--- src/rtl/adder_result_collector.sv ---
// adder_result_collector
//   Captures each valid adder result (10-bit sum plus carry-out) into a small
//   first-word-fall-through FIFO, hands results downstream over valid/ready,
//   and keeps a saturating running total of every accepted result.
//
// Ports
//   i_clk       system clock, rising edge
//   i_rst       synchronous active-high reset
//   i_valid     result strobe from the adder
//   i_result    adder result, sampled only when i_valid=1
//   o_valid     FIFO head valid
//   i_ready     downstream ready
//   o_data      FIFO head data
//   o_count     number of stored entries
//   o_full      o_count == DEPTH
//   o_empty     o_count == 0
//   o_overflow  sticky: a result was dropped because the FIFO was full
//   i_clr_acc   synchronous clear of the running total and saturation flag
//   o_acc       saturating sum of accepted results
//   o_acc_sat   sticky: o_acc has saturated
module adder_result_collector #(
  parameter int unsigned DATA_W = 11,
  parameter int unsigned DEPTH  = 4,
  parameter int unsigned ACC_W  = 16,
  parameter int unsigned CNT_W  = $clog2(DEPTH + 1)
) (
  input  logic              i_clk,
  input  logic              i_rst,
  input  logic              i_valid,
  input  logic [DATA_W-1:0] i_result,
  output logic              o_valid,
  input  logic              i_ready,
  output logic [DATA_W-1:0] o_data,
  output logic [CNT_W-1:0]  o_count,
  output logic              o_full,
  output logic              o_empty,
  output logic              o_overflow,
  input  logic              i_clr_acc,
  output logic [ACC_W-1:0]  o_acc,
  output logic              o_acc_sat
);

  localparam int unsigned PtrW = (DEPTH > 1) ? $clog2(DEPTH) : 1;
  localparam logic [ACC_W-1:0] AccMax = {ACC_W{1'b1}};

  logic [DATA_W-1:0] mem_q [DEPTH];
  logic [PtrW-1:0]   rd_ptr_q, rd_ptr_d;
  logic [PtrW-1:0]   wr_ptr_q, wr_ptr_d;
  logic [CNT_W-1:0]  count_q, count_d;
  logic              overflow_q, overflow_d;
  logic [ACC_W-1:0]  acc_q, acc_d;
  logic              acc_sat_q, acc_sat_d;

  logic              pop;
  logic              push;
  logic [ACC_W:0]    acc_sum;

  assign o_count    = count_q;
  assign o_empty    = (count_q == '0);
  assign o_full     = (count_q == CNT_W'(DEPTH));
  assign o_valid    = !o_empty;
  assign o_data     = mem_q[rd_ptr_q];
  assign o_overflow = overflow_q;
  assign o_acc      = acc_q;
  assign o_acc_sat  = acc_sat_q;

  // A full FIFO still accepts a push when the head leaves on the same edge.
  assign pop  = o_valid & i_ready;
  assign push = i_valid & (!o_full | pop);

  // One extra bit so the carry out of the add exposes saturation.
  assign acc_sum = {1'b0, acc_q} + (ACC_W + 1)'(i_result);

  always_comb begin
    rd_ptr_d   = rd_ptr_q;
    wr_ptr_d   = wr_ptr_q;
    count_d    = count_q;
    overflow_d = overflow_q;

    // Pointers wrap modulo DEPTH
    if (pop) begin
      rd_ptr_d = (rd_ptr_q == PtrW'(DEPTH - 1)) ? '0 : rd_ptr_q + PtrW'(1);
    end
    if (push) begin
      wr_ptr_d = (wr_ptr_q == PtrW'(DEPTH - 1)) ? '0 : wr_ptr_q + PtrW'(1);
    end

    if (push && !pop) begin
      count_d = count_q + CNT_W'(1);
    end else if (pop && !push) begin
      count_d = count_q - CNT_W'(1);
    end

    if (i_valid && o_full && !pop) begin
      overflow_d = 1'b1;
    end
  end

  always_comb begin
    acc_d     = acc_q;
    acc_sat_d = acc_sat_q;
    if (i_clr_acc) begin
      acc_d     = push ? ACC_W'(i_result) : '0;
      acc_sat_d = 1'b0;
    end else if (push) begin
      if (acc_sum[ACC_W]) begin
        acc_d     = AccMax;
        acc_sat_d = 1'b1;
      end else begin
        acc_d = acc_sum[ACC_W-1:0];
      end
    end
  end

  always_ff @(posedge i_clk) begin
    if (i_rst) begin
      rd_ptr_q   <= '0;
      wr_ptr_q   <= '0;
      count_q    <= '0;
      overflow_q <= 1'b0;
      acc_q      <= '0;
      acc_sat_q  <= 1'b0;
    end else begin
      rd_ptr_q   <= rd_ptr_d;
      wr_ptr_q   <= wr_ptr_d;
      count_q    <= count_d;
      overflow_q <= overflow_d;
      acc_q      <= acc_d;
      acc_sat_q  <= acc_sat_d;
    end
  end

  // Storage needs no reset: entries are only visible through count_q.
  always_ff @(posedge i_clk) begin
    if (!i_rst && push) begin
      mem_q[wr_ptr_q] <= i_result;
    end
  end

endmodule

--- config.mk ---
export PLATFORM = sky130hd
export DESIGN_NAME = adder_result_collector
export DESIGN_NICKNAME = d
export VERILOG_FILES = /design/src/rtl/adder_result_collector.sv
export SDC_FILE = /design/constraint.sdc
export NUM_CORES = 1
export LEC_CHECK = 0
export ABC_AREA = 0
export CAP_MARGIN = 20
export CORE_MARGIN = 1
export CORE_UTILIZATION = 49
export CTS_CLUSTER_DIAMETER = 30
export CTS_CLUSTER_SIZE = 8
export DETAILED_ROUTE_END_ITERATION = 8
export PLACE_DENSITY_LB_ADDON = 0.25
export SLEW_MARGIN = 30
export SYNTH_ARGS = -nofsm -noshare
export SYNTH_HDL_FRONTEND = slang
export SYNTH_SLANG_ARGS = --single-unit
--- constraint.sdc ---
create_clock -name i_clk -period 2.7 [get_ports i_clk]
set_clock_uncertainty 0.2 [all_clocks]
set_input_delay 0.27 -clock i_clk [delete_from_list [all_inputs] [get_ports i_clk]]
set_output_delay 0.27 -clock i_clk [all_outputs]
set_load 0.005 [all_outputs]
## Yosys cells after proc, flatten, opt, wreduce, memory -nomap -nowiden

Memory sizes are Yosys's and may differ from the RTL's. A register that Yosys moved wholly into a read port is not among the register bits.
Cells that the tools add are included.
Widths: inputs -> output; s select.

| cells by class | value |
|---|---|
| add/subtract/negate cells | 5 |
| equality and inequality tests | 3 |
| mux-type cells | 12 |
| bitwise operators | 3 |
| reductions and logical operators | 15 |

Operators by type and width:

| kind | number |
|---|---|
| $mux 16 | 3 |
| $add 16x11->17 | 1 |
| $mux 11 | 1 |
| $mux 2 | 4 |
| $mux 3 | 2 |
| $logic_and 1x1->1 | 5 |
| $logic_not 1->1 | 5 |
| $add 2x1->2 const B | 2 |
| $eq 2x2->1 const B | 2 |
| $reduce_bool 2->1 | 2 |
| $add 3x1->3 const B | 1 |
| $eq 3x3->1 const B | 1 |
| $logic_not 3->1 | 1 |
| $sub 3x1->3 const B | 1 |
| $and 1x1->1 | 2 |
| $mux 1 | 2 |
| $reduce_and 2->1 | 1 |
| $reduce_or 2->1 | 1 |
| $or 1x1->1 | 1 |

| word-level totals | value |
|---|---|
| bits in registers | 25 |
| RAM bits | 44 |
| input bits | 16 |
| output and inout bits | 35 |
| word-level logic and storage cells | 45 |
| memories kept | 1 |

Memories:

| memory | depth | bits a word | read ports | clocked after memory_dff | wr ports | line | text |
|---|---|---|---|---|---|---|---|
| mem_q | 4 | 11 | 1 | 1 | 1 | 46 | `logic [DATA_W-1:0] mem_q [DEPTH];` |

## Depth between registers and ports, before layout

| depth | value |
|---|---|
| depth after elaboration | 9 |
| mapped depth | 10 |
| gate-level depth less buffers | 9 |

## Worst setup path before layout

Ideal clock, no wire load.

| timing path | value |
|---|---|
| kind | flip-flop to flip-flop |
| from | reg count_q[0], in the netlist o_count[0] |
| to | reg count_q[2], in the netlist o_count[2] |
| setup time | 71 ps |
| arrival | 2345 ps |
| required time | 2429 ps |
| setup slack | 85 ps |
| stages on the path, launching flop included | 11 |
| buffers on the path | 1 |
| period minus slack after synthesis | 2615 ps |
| cell sequence | dfxtp_1 nor4b_1 nand2b_2 inv_1 clkbuf_1 ha_1 inv_1 fa_1 xor2_1 or3_1 a21oi_1 |

| between the ends | value |
|---|---|
| cells in the longest elaborated chain, start to end | 8 |
| elaborated cells between the ends (all ways) | 16 |
| those cells by class | add/sub (2); eq/ne (1); mux (2); bitwise (3); reduce/logical (8) |

Ends and longest elaborated chain:

| element | line | text |
|---|---|---|
| start: declaration | 49 | `logic [CNT_W-1:0] count_q, count_d;` |
| start signal: assignment | 126 | `count_q <= count_d;` |
| $logic_not 3->1 | 59 | `assign o_empty = (count_q == '0);` |
| $logic_not 1->1 | 61 | `assign o_valid = !o_empty;` |
| $and 1x1->1 | 68 | `assign pop = o_valid & i_ready;` |
| $or 1x1->1 | 69 | `assign push = i_valid & (!o_full \| pop);` |
| $and 1x1->1 | 69 |  |
| $logic_not 1->1 | 90 | `end else if (pop && !push) begin` |
| $logic_and 1x1->1 | 90 |  |
| $reduce_bool 2->1 (no line) | n/a |  |

Parallel ways exist; a longest one is shown, timed or not. The select of a mux whose other input is x is not followed.
A chain may end at the register's enable or synchronous reset.

## Worst setup path in the final report

| timing path | value |
|---|---|
| from | in i_result[0] |
| to | reg acc_q[4], in the netlist o_acc[4] |

| between the ends | value |
|---|---|
| cells in the longest elaborated chain, start to end | 4 |

Ends and longest elaborated chain:

| element | line | text |
|---|---|---|
| start: declaration | 30 | `input logic [DATA_W-1:0] i_result,` |
| $add 16x11->17 | 72 | `assign acc_sum = {1'b0, acc_q} + (ACC_W + 1)'(i_result);` |
| $mux 16 | 106 | `if (acc_sum[ACC_W]) begin` |
| $mux 16 | 105 | `end else if (push) begin` |
| $mux 16 | 102 | `if (i_clr_acc) begin` |
| end signal: assignment | 121 | `acc_q <= '0;` |
| end signal: assignment | 128 | `acc_q <= acc_d;` |
| end: declaration | 51 | `logic [ACC_W-1:0] acc_q, acc_d;` |

No other way between the ends. The select of a mux whose other input is x is not followed.

==> results_dict.tcl <==
set metrics [dict create \
    status "complete, no violations" \
    syn_nets 320 \
    postLayoutCoreUtil_pct 66.1 \
    rsz0062_at_grt "false" \
    worst_pin_slew_ns 0.563 \
    drt-initial-drc-count 143 \
    crit_type "in2reg" \
    nets 400 \
    ant_nets 0 \
    dr.pass1.iters 4 \
    ys.flop_type "edfxtp_1" \
    finalSetupViolCount 0 \
    antenna_found_initial 0 \
    drt-wirelength-per-cell_um 16.7 \
    fp.dieH_um 85.3 \
    synth_async_sr_flop_share_pct 0 \
    htree_levels 3 \
    synth-edff-count 44 \
    clk_pin_slew_ns 0.08 \
    ys_seq_area_share_pct 54.7 \
    cts_resized 0 \
    critPathArrivalTime_ns 2.65 \
    ios 51 \
    synth.distinct_cells 47 \
    fillers 531 \
    yosysMostFrequentCell "edfxtp_1" \
    crit_fanout 5 \
    yosys-top-cells-count "edfxtp_1 (44), dfxtp_1 (27), a21oi_1 (26), nor2_1 (26), ha_1 (17)" \
    preCtsSetupSlack_ns -0.236 \
    min_path_cells 2 \
    vias 2555 \
    clk_latency_ns 0.34 \
    grtUsageTotal_pct 23.1 \
    synth.area.top_cells "edfxtp_1 (39%), dfxtp_1 (16%), mux4_2 (7.3%)" \
    port_buffers 50 \
    worstSetupStartpointType "primary input" \
    vdd_ir_drop_max_v 0.000441 \
    post_cts_buffers 0 \
    cts-root-buf "clkbuf_8" \
    clock_path_buffers 2 \
    setup_ws_ns 0.0723 \
    dp_cells 434 \
    cts_buffers 9 \
    hpwl_um 5450 \
    die_area_mm2 0.00728 \
    drv_slew 0 \
    finalCritPeriodShare_pct 97.3 \
    fin_cells 450 \
    detail_route.vias_per_cell 5.68 \
    cts_sinks 71 \
    p_leak_nw 1.68 \
    netlist.area_leader.share_pct 38.8 \
    place.gp.congestion 0.846 \
    cap_violations 0 \
    synth_warnings 0 \
    slew-limit-headroom_pct 62.3 \
    cts_hold_buf 0 \
    antenna_cells 0 \
    grt_pass1_vias 2621 \
    synth_cells 285 \
    finalHoldViolCount 0 \
    die_w_um 85.3 \
    syn_to_final_growth_pct 31.1 \
    multi_input_area_mm2 0.00147 \
    required_ns 2.72 \
    drt-total-wl_um 7510 \
    initial_utilization_pct 50.4 \
    synth_top_area_cell "edfxtp_1" \
    powerDensity_mw_per_mm2 720 \
    globalRouteOverflowTotal 0 \
    syn-cell-area_mm2 0.00340 \
    synth_seq_cells 71 \
    period_minus_slack_ns 2.63 \
    cp-end-kind "register" \
    grt_pass1_wl_um 12700 \
    grt_max_degree 25 \
    avgSynthCellArea_um2 11.9 \
    std_cell_rows 30 \
    cts_tree "yes" \
    r2r_cells 8 \
    drc 0 \
    holdCritPathClass "reg2reg" \
    core_mm2 0.00676 \
    post_route_cells_drive_above_1_share_pct 16.8 \
    ff_latch_area_mm2 0.00186 \
    max_clock_freq_ghz 0.381 \
]
[final cells by class]
type                       count  area share (%)
clock inverter                 6            2.07
clock buffer                  10            3.08
tap                           80            2.24
timing repair buffer          78            17.0
sequential                    71            41.7
inverter                      11           0.925
multi-input combinational    194            32.9
[sequential cells by signal, indices dropped and copies added, names as in the netlist, named ones only]
name	cells
rd_ptr_q	2
o_acc	16
o_overflow	1
o_acc_sat	1
mem_q	44
wr_ptr_q	2
o_count	3
[metrics by stage]
stage               hold WS [ns]  setup TNS, ns  area [µm²]  power (mW)
floorplan                  0.169              0        3400        1.82
global placement           0.256          -2.30        4230        2.24
detailed placement         0.262          -2.94        4230        2.26
CTS                        0.294              0        4460        3.23
global route               0.317              0        4460        3.39
finish                     0.288              0        4460        3.21
[path summary, 6_finish.rpt]
| path | from | endpoint | slack [ns] |
|---|---|---|---|
| worst max-delay path | i_result[0] | o_acc[4]$_SDFFE_PP0P_ | 0.07 |
| worst min-delay path | o_overflow$_SDFFE_PP0P_ | o_overflow$_SDFFE_PP0P_ | 0.29 |
| worst max register to register | o_acc[0]$_SDFFE_PP0P_ | o_acc[4]$_SDFFE_PP0P_ | 0.14 |
| worst min register to register | o_overflow$_SDFFE_PP0P_ | o_overflow$_SDFFE_PP0P_ | 0.29 |
[worst max-delay path, cell delays in order]
cell and delay (ns):
clkdlybuf4s50_1 0.45, ha_1 0.25, fa_1 0.39, a21o_1 0.21
a21o_1 0.17, o2111a_1 0.28, or2_1 0.30, o221ai_1 0.22
a21oi_1 0.12
[power breakdown]
part | total (mW) | switching, mW | leakage [nW] | internal [mW]
logic | 0.923 | 0.402 | 0.945 | 0.522
clock network | 0.975 | 0.425 | 0.109 | 0.550
registers | 1.31 | 0.0770 | 0.621 | 1.24
total | 3.21 | 0.904 | 1.68 | 2.31
[per-layer routing]
metal  vias to the layer above  GRT usage (%)  wire length, µm
li1                       1239              -                -
met1                      1238           29.3             3350
met2                        68           38.6             3620
met3                        10           4.57              415
met4                         0           10.2              127
met5                         -              0                0
[kinds of logic (layout without fill, tap and decap cells)]
group	count (synthesis)	in the layout	synth area share, %
AO/OA/AOI/OAI	73	73	13.7
XOR/XNOR	9	9	2.32
adder cells (fa/ha/maj)	19	19	7.43
buffers and inverters	20	105	2.32
flip-flops	71	71	54.7
multiplexers	13	13	7.87
AND/OR/NAND/NOR	80	80	11.7
[cells in the final DEF (no fill, tap or decap), types with 3 or more instances in the layout]
master / netlist / final
nor2_1: 26 / 26
nand2_1: 15 / 15
a211oi_1: 5 / 5
o21a_1: 3 / 3
buf_12: 0 / 4
and2_1: 4 / 4
o21ai_0: 15 / 15
a21o_1: 6 / 6
and3_1: 3 / 3
inv_1: 11 / 11
a21oi_1: 26 / 26
clkdlybuf4s50_1: 0 / 50
ha_1: 17 / 17
mux4_2: 11 / 11
dfxtp_1: 27 / 27
edfxtp_1: 44 / 44
nand3_1: 9 / 9
clkbuf_8: 0 / 10
buf_4: 0 / 24
nor3_1: 10 / 10
xor2_1: 7 / 7
a311oi_1: 3 / 3
No activity file was read; power rests on OpenSTA's default activity.
